<file path="config.mk">
export PLATFORM = sky130hd
export DESIGN_NAME = forney_arb_mux
export DESIGN_NICKNAME = d
export VERILOG_FILES = /design/src/rtl/forney_pkg.sv /design/src/rtl/forney_out_reg.sv /design/src/rtl/forney_arb_mux.sv
export SDC_FILE = /design/constraint.sdc
export NUM_CORES = 1
export LEC_CHECK = 0
export CAP_MARGIN = 30
export CORE_ASPECT_RATIO = 1.5
export CORE_MARGIN = 4
export CORE_UTILIZATION = 35
export CTS_CLUSTER_DIAMETER = 80
export DETAILED_ROUTE_END_ITERATION = 12
export PLACE_DENSITY = 0.8
export SYNTH_ARGS = -nofsm -noshare
export SYNTH_HDL_FRONTEND = slang
export SYNTH_SLANG_ARGS = --single-unit
</file>
<file path="constraint.sdc">
create_clock -name clk_i -period 2.1 [get_ports clk_i]
set_clock_uncertainty 0.05 [all_clocks]
set_input_delay 0.315 -clock clk_i [delete_from_list [all_inputs] [get_ports clk_i]]
set_output_delay 0.315 -clock clk_i [all_outputs]
set_load 0.03 [all_outputs]
</file>
<file path="src/rtl/forney_pkg.sv">
// Shared types and constants for the Forney-stage dispatcher and its output register.
// Beats carry {error locator X^-1, omega(X^-1)} in GF(2^10).
package forney_pkg;

  localparam int unsigned GF_W      = 10;
  localparam int unsigned DATA_W    = 2 * GF_W;
  localparam int unsigned REQ_NB    = 4;
  localparam int unsigned MAX_BEATS = 15;
  localparam int unsigned CNT_W     = 4;

  typedef enum logic [1:0] {
    StIdle,
    StArb,
    StBurst,
    StDrain
  } forney_state_e;

  typedef struct packed {
    logic [GF_W-1:0] loc;
    logic [GF_W-1:0] omega;
    logic            last;
  } forney_beat_t;

  function automatic logic onehot4(input logic [REQ_NB-1:0] v);
    return (v != '0) && ((v & (v - 4'd1)) == '0);
  endfunction

  function automatic logic [1:0] enc4(input logic [REQ_NB-1:0] v);
    logic [1:0] idx;
    case (v)
      4'b0010: idx = 2'd1;
      4'b0100: idx = 2'd2;
      4'b1000: idx = 2'd3;
      default: idx = 2'd0;
    endcase
    return idx;
  endfunction

endpackage

</file>
<file path="src/rtl/forney_out_reg.sv">
// Single-entry valid/ready register with pass-through refill: a new beat may be
// loaded in the same cycle the held beat is taken downstream.
module forney_out_reg
  import forney_pkg::*;
(
  input  logic         clk_i,
  input  logic         rst_i,
  input  logic         in_valid_i,
  output logic         in_ready_o,
  input  forney_beat_t in_beat_i,
  output logic         out_valid_o,
  input  logic         out_ready_i,
  output forney_beat_t out_beat_o
);

  logic         valid_q, valid_d;
  forney_beat_t beat_q, beat_d;

  assign in_ready_o  = ~valid_q | out_ready_i;
  assign out_valid_o = valid_q;
  assign out_beat_o  = beat_q;

  always_comb begin
    valid_d = valid_q;
    beat_d  = beat_q;
    if (in_valid_i && in_ready_o) begin
      valid_d = 1'b1;
      beat_d  = in_beat_i;
    end else if (out_ready_i) begin
      valid_d = 1'b0;
    end
  end

  always_ff @(posedge clk_i) begin
    if (rst_i) begin
      valid_q <= 1'b0;
      beat_q  <= '0;
    end else begin
      valid_q <= valid_d;
      beat_q  <= beat_d;
    end
  end

endmodule

</file>
<file path="src/rtl/forney_arb_mux.sv">
// Grant-consuming dispatcher: requests the arbiter, locks onto a one-hot grant and
// streams that lane's error-list burst into the shared Forney evaluator.
module forney_arb_mux
  import forney_pkg::*;
(
  input  logic                     clk_i,
  input  logic                     rst_i,
  input  logic [REQ_NB-1:0]        s_valid,
  output logic [REQ_NB-1:0]        s_ready,
  input  logic [REQ_NB*DATA_W-1:0] s_data,
  input  logic [REQ_NB-1:0]        s_last,
  output logic                     arb_en,
  output logic [REQ_NB-1:0]        arb_req,
  input  logic [REQ_NB-1:0]        arb_grant,
  output logic                     m_valid,
  input  logic                     m_ready,
  output logic [DATA_W-1:0]        m_data,
  output logic                     m_last,
  output logic [1:0]               m_src,
  output logic                     ovf_o
);

  localparam logic [CNT_W-1:0] CntLast = CNT_W'(MAX_BEATS - 1);
  localparam logic [CNT_W-1:0] CntMax  = CNT_W'(MAX_BEATS);

  forney_state_e    state_q, state_d;
  logic [1:0]       sel_q, sel_d;
  logic [CNT_W-1:0] cnt_q, cnt_d;
  logic             ovf_q, ovf_d;

  logic [DATA_W-1:0] lane_data;
  logic              lane_valid;
  logic              lane_last;
  logic              in_valid;
  logic              in_ready;
  logic              accept;
  logic              trunc;
  forney_beat_t      in_beat;
  forney_beat_t      out_beat;

  assign lane_data  = s_data[sel_q*DATA_W +: DATA_W];
  assign lane_valid = s_valid[sel_q];
  assign lane_last  = s_last[sel_q];
  assign in_valid   = (state_q == StBurst) && lane_valid;
  assign accept     = in_valid && in_ready;
  // Final allowed beat without s_last: close the burst here, the rest comes in a later grant.
  assign trunc      = (cnt_q == CntLast) && !lane_last;

  always_comb begin
    in_beat.loc   = lane_data[DATA_W-1:GF_W];
    in_beat.omega = lane_data[GF_W-1:0];
    in_beat.last  = lane_last || trunc;
  end

  always_ff @(posedge clk_i) begin
    if (rst_i) begin
      state_q <= StIdle;
      sel_q   <= 2'd0;
      cnt_q   <= '0;
      ovf_q   <= 1'b0;
    end else begin
      state_q <= state_d;
      sel_q   <= sel_d;
      cnt_q   <= cnt_d;
      ovf_q   <= ovf_d;
    end
  end

  always_comb begin
    state_d = state_q;
    sel_d   = sel_q;
    cnt_d   = cnt_q;
    ovf_d   = 1'b0;
    unique case (state_q)
      StIdle: begin
        if (|s_valid) state_d = StArb;
      end
      StArb: begin
        if (onehot4(arb_grant)) begin
          sel_d   = enc4(arb_grant);
          cnt_d   = '0;
          state_d = StBurst;
        end else begin
          state_d = StIdle;
        end
      end
      StBurst: begin
        if (accept) begin
          if (cnt_q != CntMax) cnt_d = cnt_q + 1'b1;
          if (lane_last) begin
            state_d = StDrain;
          end else if (trunc) begin
            ovf_d   = 1'b1;
            state_d = StDrain;
          end
        end
      end
      StDrain: begin
        if (!m_valid || m_ready) state_d = StIdle;
      end
      default: state_d = StIdle;
    endcase
  end

  always_comb begin
    arb_en  = 1'b0;
    arb_req = '0;
    s_ready = '0;
    case (state_q)
      StIdle: begin
        arb_req = s_valid;
        arb_en  = |s_valid;
      end
      StBurst: s_ready[sel_q] = in_ready;
      default: ;
    endcase
  end

  forney_out_reg u_out_reg (
    .clk_i       (clk_i),
    .rst_i       (rst_i),
    .in_valid_i  (in_valid),
    .in_ready_o  (in_ready),
    .in_beat_i   (in_beat),
    .out_valid_o (m_valid),
    .out_ready_i (m_ready),
    .out_beat_o  (out_beat)
  );

  assign m_data = {out_beat.loc, out_beat.omega};
  assign m_last = out_beat.last;
  assign m_src  = sel_q;
  assign ovf_o  = ovf_q;

endmodule

</file>
Yosys cells after proc, flatten, opt, wreduce, memory -nomap -nowiden
Index checks and enable logic that the tools add are counted.
{"block": "classes", "muxes": 24, "n_mul": 1, "n_eq_ne": 14, "magnitude_cmp": 2, "shifts": 1, "n_reduce_logical": 19, "n_addsub": 2, "bitwise": 6}
{"cell": "$shiftx A80 B8 Y20", "n": 1}
{"cell": "$mux W4", "n": 5}
{"cell": "$mux W2", "n": 6}
{"cell": "$and A4 B4 Y4", "n": 2}
{"cell": "$eq A4 B4 Y1 const B", "n": 2}
{"cell": "$ne A2 B2 Y1 const B", "n": 4}
{"cell": "$pmux W2 S4", "n": 1}
{"cell": "$pmux W4 S2", "n": 1}
{"cell": "$reduce_and A4 Y1", "n": 2}
{"cell": "$reduce_or A4 Y1", "n": 2}
{"cell": "$mux W1", "n": 7}
{"cell": "$pmux W2 S3", "n": 1}
{"cell": "$logic_and A1 B1 Y1", "n": 5}
{"cell": "$mul A2 B3 Y5 const B", "n": 1}
{"cell": "$add A4 B1 Y4 const B", "n": 1}
{"cell": "$bmux W1 S2", "n": 2}
{"cell": "$eq A2 B2 Y1 const B", "n": 2}
{"cell": "$eq A4 B2 Y1 const B", "n": 1}
{"cell": "$eq A4 B3 Y1 const B", "n": 1}
{"cell": "$logic_not A4 Y1", "n": 1}
{"cell": "$ne A4 B4 Y1 const B", "n": 1}
{"cell": "$reduce_bool A2 Y1", "n": 2}
{"cell": "$reduce_bool A4 Y1", "n": 1}
{"cell": "$sub A4 B1 Y4 const B", "n": 1}
{"cell": "other kinds (12)", "n": 16}
{"block": "word_totals", "word_cells": 77, "inputBits": 95, "out_inout_bits": 34, "ff_bits": 31}

Depth between registers and ports, before layout
Gate-level depths: netlist (run 1).
{"block": "depth", "ltp_word": 8, "ltp_mapped": 6, "mapped_depth_nobuf": 6}

Cells and area by module
Synthesis (run 1) repeated with hierarchy kept, for this count alone.
{"block": "hier_totals", "cells_unflattened": 205, "area_unflattened_um2": 2185.8}
{"mod": "forney_arb_mux", "n_inst": 1, "cells_per_inst": 105, "area_per_inst_um2": 1163.6}
{"mod": "forney_out_reg", "n_inst": 1, "cells_per_inst": 100, "area_per_inst_um2": 1022.2}

Least setup slack after synthesis (run 1)
OpenSTA, ideal clock, no wires.
{"block": "synth_timing", "kind": "reg-to-output", "start": "register sel_q[0] (netlist: m_src[0])", "end": "output s_ready[1]", "n_path_buf": 2, "required_time_ps": 1735, "setup_slack_ps": -144, "arrival_time_ps": 1879, "stages_incl_launch_ff": 4, "path_cell_list": "dfxtp_1 -> buf_6 -> clkbuf_1 -> nor3b_1"}
{"block": "synth_between", "elab_chain_cells": 6, "word_cells_on_any_way": 7}
{"item": "from (decl)", "line_no": "forney_arb_mux.sv:27", "source": "logic [1:0] sel_q, sel_d;"}
{"item": "from (signal assigned)", "line_no": "forney_arb_mux.sv:63", "source": "sel_q <= sel_d;"}
{"item": "$lt A2 B3 Y1 (implied by the code) / $ge A2 B1 Y1 (equally long branches)", "line_no": "forney_arb_mux.sv:114", "source": "StBurst: s_ready[sel_q] = in_ready;"}
{"item": "$logic_and A1 B1 Y1 (implied by the code)", "line_no": "forney_arb_mux.sv:114"}
{"item": "$mux W1 (implied by the code)", "line_no": "forney_arb_mux.sv:114"}
{"item": "$demux W1 S2 (*)", "line_no": "forney_arb_mux.sv:114"}
{"item": "$and A4 B4 Y4 (no line) (*)"}
{"item": "$mux W4 (*)", "line_no": "forney_arb_mux.sv:109", "source": "case (state_q)"}
{"item": "to (decl)", "line_no": "forney_arb_mux.sv:9", "source": "output logic [REQ_NB-1:0] s_ready,"}
Every way passes the cells marked *; elsewhere a longest branch is shown, timed or not.

==> results of run 1 <==
[metal layers]
layer,up-vias,routed length (µm),track usage
met5,-,0,0
met4,0,272,0.103
met3,23,469,0.0567
met2,87,3570,0.374
met1,917,2230,0.195
li1,971,-,-
[worst min-delay path, cell delays in order (launching register included)]
cell and delay, ps:
sky130_fd_sc_hd__dfxtp_1 310, sky130_fd_sc_hd__nand2_1 50, sky130_fd_sc_hd__a21oi_1 50
[worst min-delay path by stage]
stage                                                      from                                    end  slack, ps  cells after the start
final                      u_out_reg.out_beat_o[3]$_SDFFE_PP0P_   u_out_reg.out_beat_o[3]$_SDFFE_PP0P_        410                      2
after global routing       u_out_reg.out_beat_o[0]$_SDFFE_PP0P_   u_out_reg.out_beat_o[0]$_SDFFE_PP0P_        430                      2
after CTS                 u_out_reg.out_beat_o[11]$_SDFFE_PP0P_  u_out_reg.out_beat_o[11]$_SDFFE_PP0P_        410                      2
after detailed placement  u_out_reg.out_beat_o[13]$_SDFFE_PP0P_  u_out_reg.out_beat_o[13]$_SDFFE_PP0P_        400                      2
after global placement     u_out_reg.out_beat_o[3]$_SDFFE_PP0P_   u_out_reg.out_beat_o[3]$_SDFFE_PP0P_        390                      2
after floorplan                           cnt_q[2]$_SDFFE_PP0P_                  cnt_q[2]$_SDFFE_PP0P_        430                      1
[sequential cells by signal (all words and copies together), names as in the netlist, named ones only]
register and cells:
ovf_o 1, u_out_reg.out_valid_o 1, m_src 2, cnt_q 4
u_out_reg.out_beat_o 21, state_q 1
[logic make-up after synthesis]
family	synth area share
and+or+nand+nor	0.219
AOI/OAI and AO/OA	0.107
DFF	0.332
muxes	0.269
buffers and inverters	0.0402
xor gates and xnor gates	0.0188
adders and majority gates	0.0134
[metrics by stage]
step           cell area [µm²]  std cells  total power (µW)
2_1_floorplan             1880        194               763
3_3_place_gp              3270        386              1000
3_5_place_dp              3270        386              1010
4_1_cts                   3380        394              1620
5_1_grt                   3390        394              1660
6_report                  3390        394              1600
[cell usage after synthesis (all sizes together) (2+ instances only)]
library cell,instances,share of area
nand2,44,0.088
dfxtp,31,0.33
a21oi,30,0.080
mux4,22,0.27
buf,8,0.026
and2,5,0.017
clkbuf,5,0.010
nand3,5,0.013
nor2,5,0.010
nor3,4,0.011
o21ai,4,0.011
nand2b,3,0.010
nor2b,3,0.010
nor3b,3,0.012
ha,2,0.013
inv,2,0.0040
nor4,2,0.0067
xnor2,2,0.0094
xor2,2,0.0094
[power breakdown]
part	switching (µW)	leakage (µW)	internal, µW	total, µW
combinational	136	0.000877	248	384
sequential	9.10	0.000251	598	607
clock	228	0.0000612	384	611
total	373	0.00119	1230	1600
[repair_timing]
| item | CTS | global route |
|---|---|---|
| gates resized for setup | 1 | 3 |
| pin swaps | 0 | 0 |
| endpoints found under the setup margin | 1 | 3 |
[final cells by class]
cell class              count  area, µm²  area share
flip-flops and latches     31        622       0.183
repair buffers            137       1380       0.406
multi-input cells         148       1180       0.349
inverters                   2       7.51     0.00221
well taps                  68       85.1      0.0251
clock inverters             2       35.0      0.0103
clock buffers               6       82.6      0.0243
==> Flow_metrics.wiki, run 1 <==
{| class="wikitable"
! Metric !! Value
|-
| Status || complete, no violations
|-
| Final worst-path cycle share || 0.940
|-
| Worst hold margin || 408 ps
|-
| Required time of the critical path || between 1500 and 2000 ps
|-
| Number of global-route vias before repair || 2,178
|-
| Routed vias/inst || approximately 5.1
|-
| Via count || 1,998
|-
| Global-route congestion overflow total || 0
|-
| Most used DFF post-synth || sky130_fd_sc_hd__dfxtp_1
|-
| Buffer cell driving the clock tree root || sky130_fd_sc_hd__clkbuf_8
|-
| Number of distinct library cell variants in the gate-level netlist after synthesis || 35
|-
| Final critical-path required period || 1970 ps
|-
| Worst-case setup slack after placement || 24.3 ps
|-
| Initial antenna violation count || 0
|-
| #FFs+latches synth || 31
|-
| Die Height || 97.5 µm
|-
| Most frequent cells in the layout || 118 x sky130_fd_sc_hd__clkdlybuf4s50_1, 44 x sky130_fd_sc_hd__nand2_1, 30 x sky130_fd_sc_hd__a21oi_1, 30 x sky130_fd_sc_hd__dfxtp_1, 20 x sky130_fd_sc_hd__mux4_2
|-
| Syn Area/Cell || 9.63 µm²
|-
| Clock-pin slew reported for the worst setup and hold paths after clock tree synthesis || ~70 ps
|-
| Class of the worst hold path || reg -> reg
|-
| Pin count of the biggest net entering global routing || 29
|-
| Final hold vios || 0
|-
| Initial Util || 0.362
|-
| Number of synthesized flops with an enable pin || 0
|-
| Worst-margin pin slew || 384 ps
|-
| Final setup margin || 126 ps
|-
| Worst slew margin relative to its limit || 0.742
|-
| Clock latency of the later-clocked register in the worst-skew pair || 280 ps
|-
| H-tree depth || 2
|-
| Floorplan die area || 6590 µm²
|-
| Core Footprint || 5160 µm²
|-
| Routed length per instance || 16.6 µm
|-
| TritonRoute pass-1 iters || 4
|-
| Final-stage net count || about 420
|-
| Power per cell area || between 400 and 500 nW/µm²
|-
| Area added between synthesis and finish || 81.6%
|-
| Fraction of the core area covered by cells at the end of the flow || 0.657
|-
| Total of warnings raised by yosys || 0
|-
| Global-route wire length before repair || 10,300 µm
|-
| Clock tree from TritonCTS || yes
|-
| Delay contributed by the slowest stage of the critical path || around 450 ps
|-
| Kind of cell with the highest combined delay on the critical path || simple AND/OR/NAND/NOR gates
|-
| Boundary Pins || 129
|-
| Gate count of the mapped netlist || 194
|-
| Global-route usage over all layers || 0.204
|-
| Maximum clock path buffer count || 2
|-
| Routed wire length || between 6000 and 7000 µm
|-
| Cell-by-cell listing of the critical path || and2b_1 -> nand2_1 -> nor3b_2 -> buf_4
|-
| Endpoints failing setup || 0
|-
| CP max-delay cell || sky130_fd_sc_hd__dfxtp_1
|-
| Fmax || 507 MHz
|-
| Critical Path Start Type || flip-flop
|-
| Total stage count of the critical path || 4
|-
| Horizontal die dimension || between 60 and 70 µm
|-
| Diodes inserted || 0
|-
| Final Wtd Congestion || 0.816
|-
| Buffers on Ports || 128
|-
| Core Rows || 32
|-
| Worst reg-to-reg path cell count || 5
|-
| Post CTS Setup Buffer Count || 0
|-
| DRC violations left || 0
|-
| Final Slew Violations || 0
|-
| Final ANT Viol Nets || 0
|-
| Static leakage power || 0.00119 µW
|-
| Maximum fanout encountered on the critical timing path || 8
|-
| Drt first-iter violations || 94
|-
| Share of layout cells above drive strength 1 || 0.144
|-
| Critical path capture point type || primary output
|-
| RR Endpoint || u_out_reg.out_beat_o[12]$_SDFFE_PP0P_
|-
| Synthesized Nets || 291
|-
| Unrepaired setup endpoints after global routing || false
|-
| Sequential fraction of the synthesis area || 0.332
|-
| Setup slack of the worst register-to-register path || 380 ps
|-
| Commonest non-fill, non-tap cell in the layout || sky130_fd_sc_hd__clkdlybuf4s50_1
|-
| Post-synth design cell area || 1870 µm²
|-
| Filler cell count in the final layout || 395
|-
| Dpl hpwl || 5280 µm
|-
| TritonCTS buffer count || 5
|-
| Worst reg2reg path startpoint || m_src[0]$_SDFFE_PP0P_
|-
| Share of synthesized flip-flops with an asynchronous set or reset || 0
|-
| Sinks on Clock Net || 31
|-
| Max capacitance violation total || 0
|-
| Worst Setup Path Type || reg -> out
|-
| Final-layout setup total negative slack || 0 ps
|-
| Worst setup path endpoint || s_ready[1]
|-
| WP data arrival || 1610 ps
|-
| Post-cts hold buffer count || 0
|-
| Worst path bufs/invs || 1
|-
| IR Drop Worst-Case VDD || about 0.29 mV
|}
Power figures use the tool's default switching activity.
==> inputs of run 2 (changes only) <==
--- a/config.mk
+++ b/config.mk
@@ -11,6 +11,7 @@
 export CORE_UTILIZATION = 35
 export CTS_CLUSTER_DIAMETER = 80
 export DETAILED_ROUTE_END_ITERATION = 12
+export HOLD_SLACK_MARGIN = 0.03
 export PLACE_DENSITY = 0.8
 export SYNTH_ARGS = -nofsm -noshare
 export SYNTH_HDL_FRONTEND = slang
==> results of run 2 <==
The final DEF is identical to that of run 1; final timing and power are the same.
==> inputs of run 3 (changes only) <==
--- a/config.mk
+++ b/config.mk
@@ -7,7 +7,7 @@
 export LEC_CHECK = 0
 export CAP_MARGIN = 30
 export CORE_ASPECT_RATIO = 1.5
-export CORE_MARGIN = 4
+export CORE_MARGIN = 10
 export CORE_UTILIZATION = 35
 export CTS_CLUSTER_DIAMETER = 80
 export DETAILED_ROUTE_END_ITERATION = 12
==> run 3 against run 2 <==
Net effect:
- global-route usage decreased by 4.1 points
- utilization shrank 0.34 points
- maximum frequency is 1.9% higher
- critical path type unchanged
- routed wire length up 11%
- cell area shrank 0.52%
- largest cell class unchanged
==> Flow_metrics.wiki, run 3 (same netlist as run 1, synthesis figures left out) <==
{| class="wikitable"
! Metric !! Value
|-
| Status || complete, no violations
|-
| Worst slew margin relative to its limit || 0.738
|-
| TritonCTS buffer count || 5
|-
| Sequential cell fraction of total power || 0.377
|-
| Floorplan die area || 8720 µm²
|-
| Core Footprint || 5160 µm²
|-
| Final-layout setup total negative slack || 0 ps
|-
| Clock tree from TritonCTS || yes
|-
| Fmax || 516 MHz
|-
| Multi-input logic area || 1180 µm²
|-
| Cell-by-cell listing of the critical path || and2b_1 -> nand2_1 -> nor3b_2 -> buf_4
|-
| Filler cell count in the final layout || 411
|-
| Diodes inserted || 0
|-
| Non-Filler Cell Area, Final || ~3400 µm²
|-
| Final ANT Viol Nets || 0
|-
| Critical Path Start Type || flip-flop
|-
| Final Instance Count excl. Fillers || 397
|-
| Final worst-path cycle share || 0.923
|-
| Critical path capture point type || primary output
|-
| Clock-pin slew reported for the worst setup and hold paths after clock tree synthesis || 70 ps
|-
| Buffer cell driving the clock tree root || sky130_fd_sc_hd__clkbuf_8
|-
| Routed wire length || 7270 µm
|-
| DRC violations left || 0
|-
| Worst Setup Path Type || reg -> out
|-
| Via count || around 2.0k
|-
| Dpl hpwl || 6010 µm
|-
| Worst-margin pin slew || between 300 and 400 ps
|-
| Area added between synthesis and finish || 80.6%
|-
| Total power after layout || 1610 µW
|-
| Maximum clock path buffer count || 2
|-
| Endpoints failing setup || 0
|-
| Pin count of the biggest net entering global routing || 29
|-
| IR Drop Worst-Case VDD || 0.399 mV
|-
| Global-route wire length before repair || 11,100 µm
|-
| Final hold vios || 0
|-
| Required time of the critical path || approximately 1700 ps
|-
| Class of the worst hold path || reg -> reg
|-
| Unrepaired setup endpoints after global routing || false
|-
| Largest register FFs || 21
|-
| Core Rows || 32
|-
| Initial antenna violation count || 0
|-
| Commonest non-fill, non-tap cell in the layout || sky130_fd_sc_hd__clkdlybuf4s50_1
|-
| Final critical-path required period || 1940 ps
|-
| Global-route usage over all layers || 0.163
|-
| Die Height || 109 µm
|-
| Sinks on Clock Net || 31
|-
| Most frequent cells in the layout || 118 x sky130_fd_sc_hd__clkdlybuf4s50_1, 44 x sky130_fd_sc_hd__nand2_1, 30 x sky130_fd_sc_hd__a21oi_1, 30 x sky130_fd_sc_hd__dfxtp_1
|-
| Logic gate share of total power || 0.243
|-
| Drt first-iter violations || 144
|-
| Total placed cells including tap cells || between 300 and 400
|-
| Final Slew Violations || 0
|-
| H-tree depth || 2
|-
| Net Sw Power || 380 µW
|-
| Buffers on Ports || 128
|-
| TritonRoute pass-1 iters || 4
|-
| Horizontal die dimension || 79.7 µm
|-
| Final Wtd Congestion || 0.871
|-
| Delay contributed by the slowest stage of the critical path || 450 ps
|-
| Post CTS Setup Buffer Count || 0
|-
| Combined flip-flop and latch cell area || 622 µm²
|-
| Boundary Pins || 129
|-
| Power per cell area || 478 nW/µm²
|-
| Max capacitance violation total || 0
|-
| Share of layout cells above drive strength 1 || 0.161
|-
| Clock Power Share || 0.381
|-
| Initial Util || 0.362
|-
| Final-stage net count || 425
|-
| Static leakage power || 0.00116 µW
|-
| Routed vias/inst || 5.08
|-
| Clock latency of the later-clocked register in the worst-skew pair || 280 ps
|-
| WP data arrival || 1570 ps
|-
| Internal power || 1230 µW
|-
| Maximum fanout encountered on the critical timing path || 8
|-
| Global-route congestion overflow total || 0
|-
| Area of placed instances || roughly 3300 µm²
|-
| Routed length per instance || 18.3 µm
|-
| CP max-delay cell || sky130_fd_sc_hd__dfxtp_1
|-
| Switching Share || 0.236
|-
| Number of global-route vias before repair || roughly 2.1k
|}
## run 3: worst max-delay path, delay by kind of cell, from the launching register on
kind,cells,cell delay [ps]
and+or+nand+nor,3,660
DFF,1,450
buffers and inverters,1,180
## run 3: area by class of cell
class,instances,share of cell area
inverter,2,0.00222
timing repair buffer,140,0.403
clock inverter,2,0.0104
sequential,31,0.184
multi-input combinational,148,0.350
tap,68,0.0252
clock buffer,6,0.0245
## run 3: metrics by stage
stage,hold WS [ps],setup WS [ps],utilization
after floorplan,432,107,-
after global placement,391,50.3,0.631
after detailed placement,396,22.8,0.631
after CTS,406,145,0.653
after global routing,422,42.3,0.653
final,403,162,0.653
## run 3: path summary, 6_finish.rpt
path                                                      startpoint                                     to  slack, ps  cells past startpoint
worst max register to register                 m_src[0]$_SDFFE_PP0P_  u_out_reg.out_beat_o[13]$_SDFFE_PP0P_        350                      5
worst max-delay path                                       flip-flop                             s_ready[1]        160                      4
worst min register to register  u_out_reg.out_beat_o[3]$_SDFFE_PP0P_   u_out_reg.out_beat_o[3]$_SDFFE_PP0P_        400                      2
worst min-delay path            u_out_reg.out_beat_o[3]$_SDFFE_PP0P_   u_out_reg.out_beat_o[3]$_SDFFE_PP0P_        400                      2
## run 3: power by group through the flow
stage | Clock, µW | Sequential (µW) | Combinational [µW]
global placement | 0 | 620 | 386
detailed placement | 0 | 620 | 393
floorplan | 0 | 631 | 132
finish | 613 | 607 | 391
CTS | 624 | 607 | 394
global route | 652 | 608 | 419
## run 3: per-layer routing
layer	global-route usage	vias to the layer above	routed length (µm)
met1	0.166	951	2560
met3	0.0556	8	586
met4	0.0501	0	111
met5	0	-	0
met2	0.303	78	4020
li1	-	978	-
## run 3: what timing repair did
item	4_1_cts	5_1_grt
endpoints found under the setup margin	1	0
gates resized for setup	1	0
hold buffers	0	0
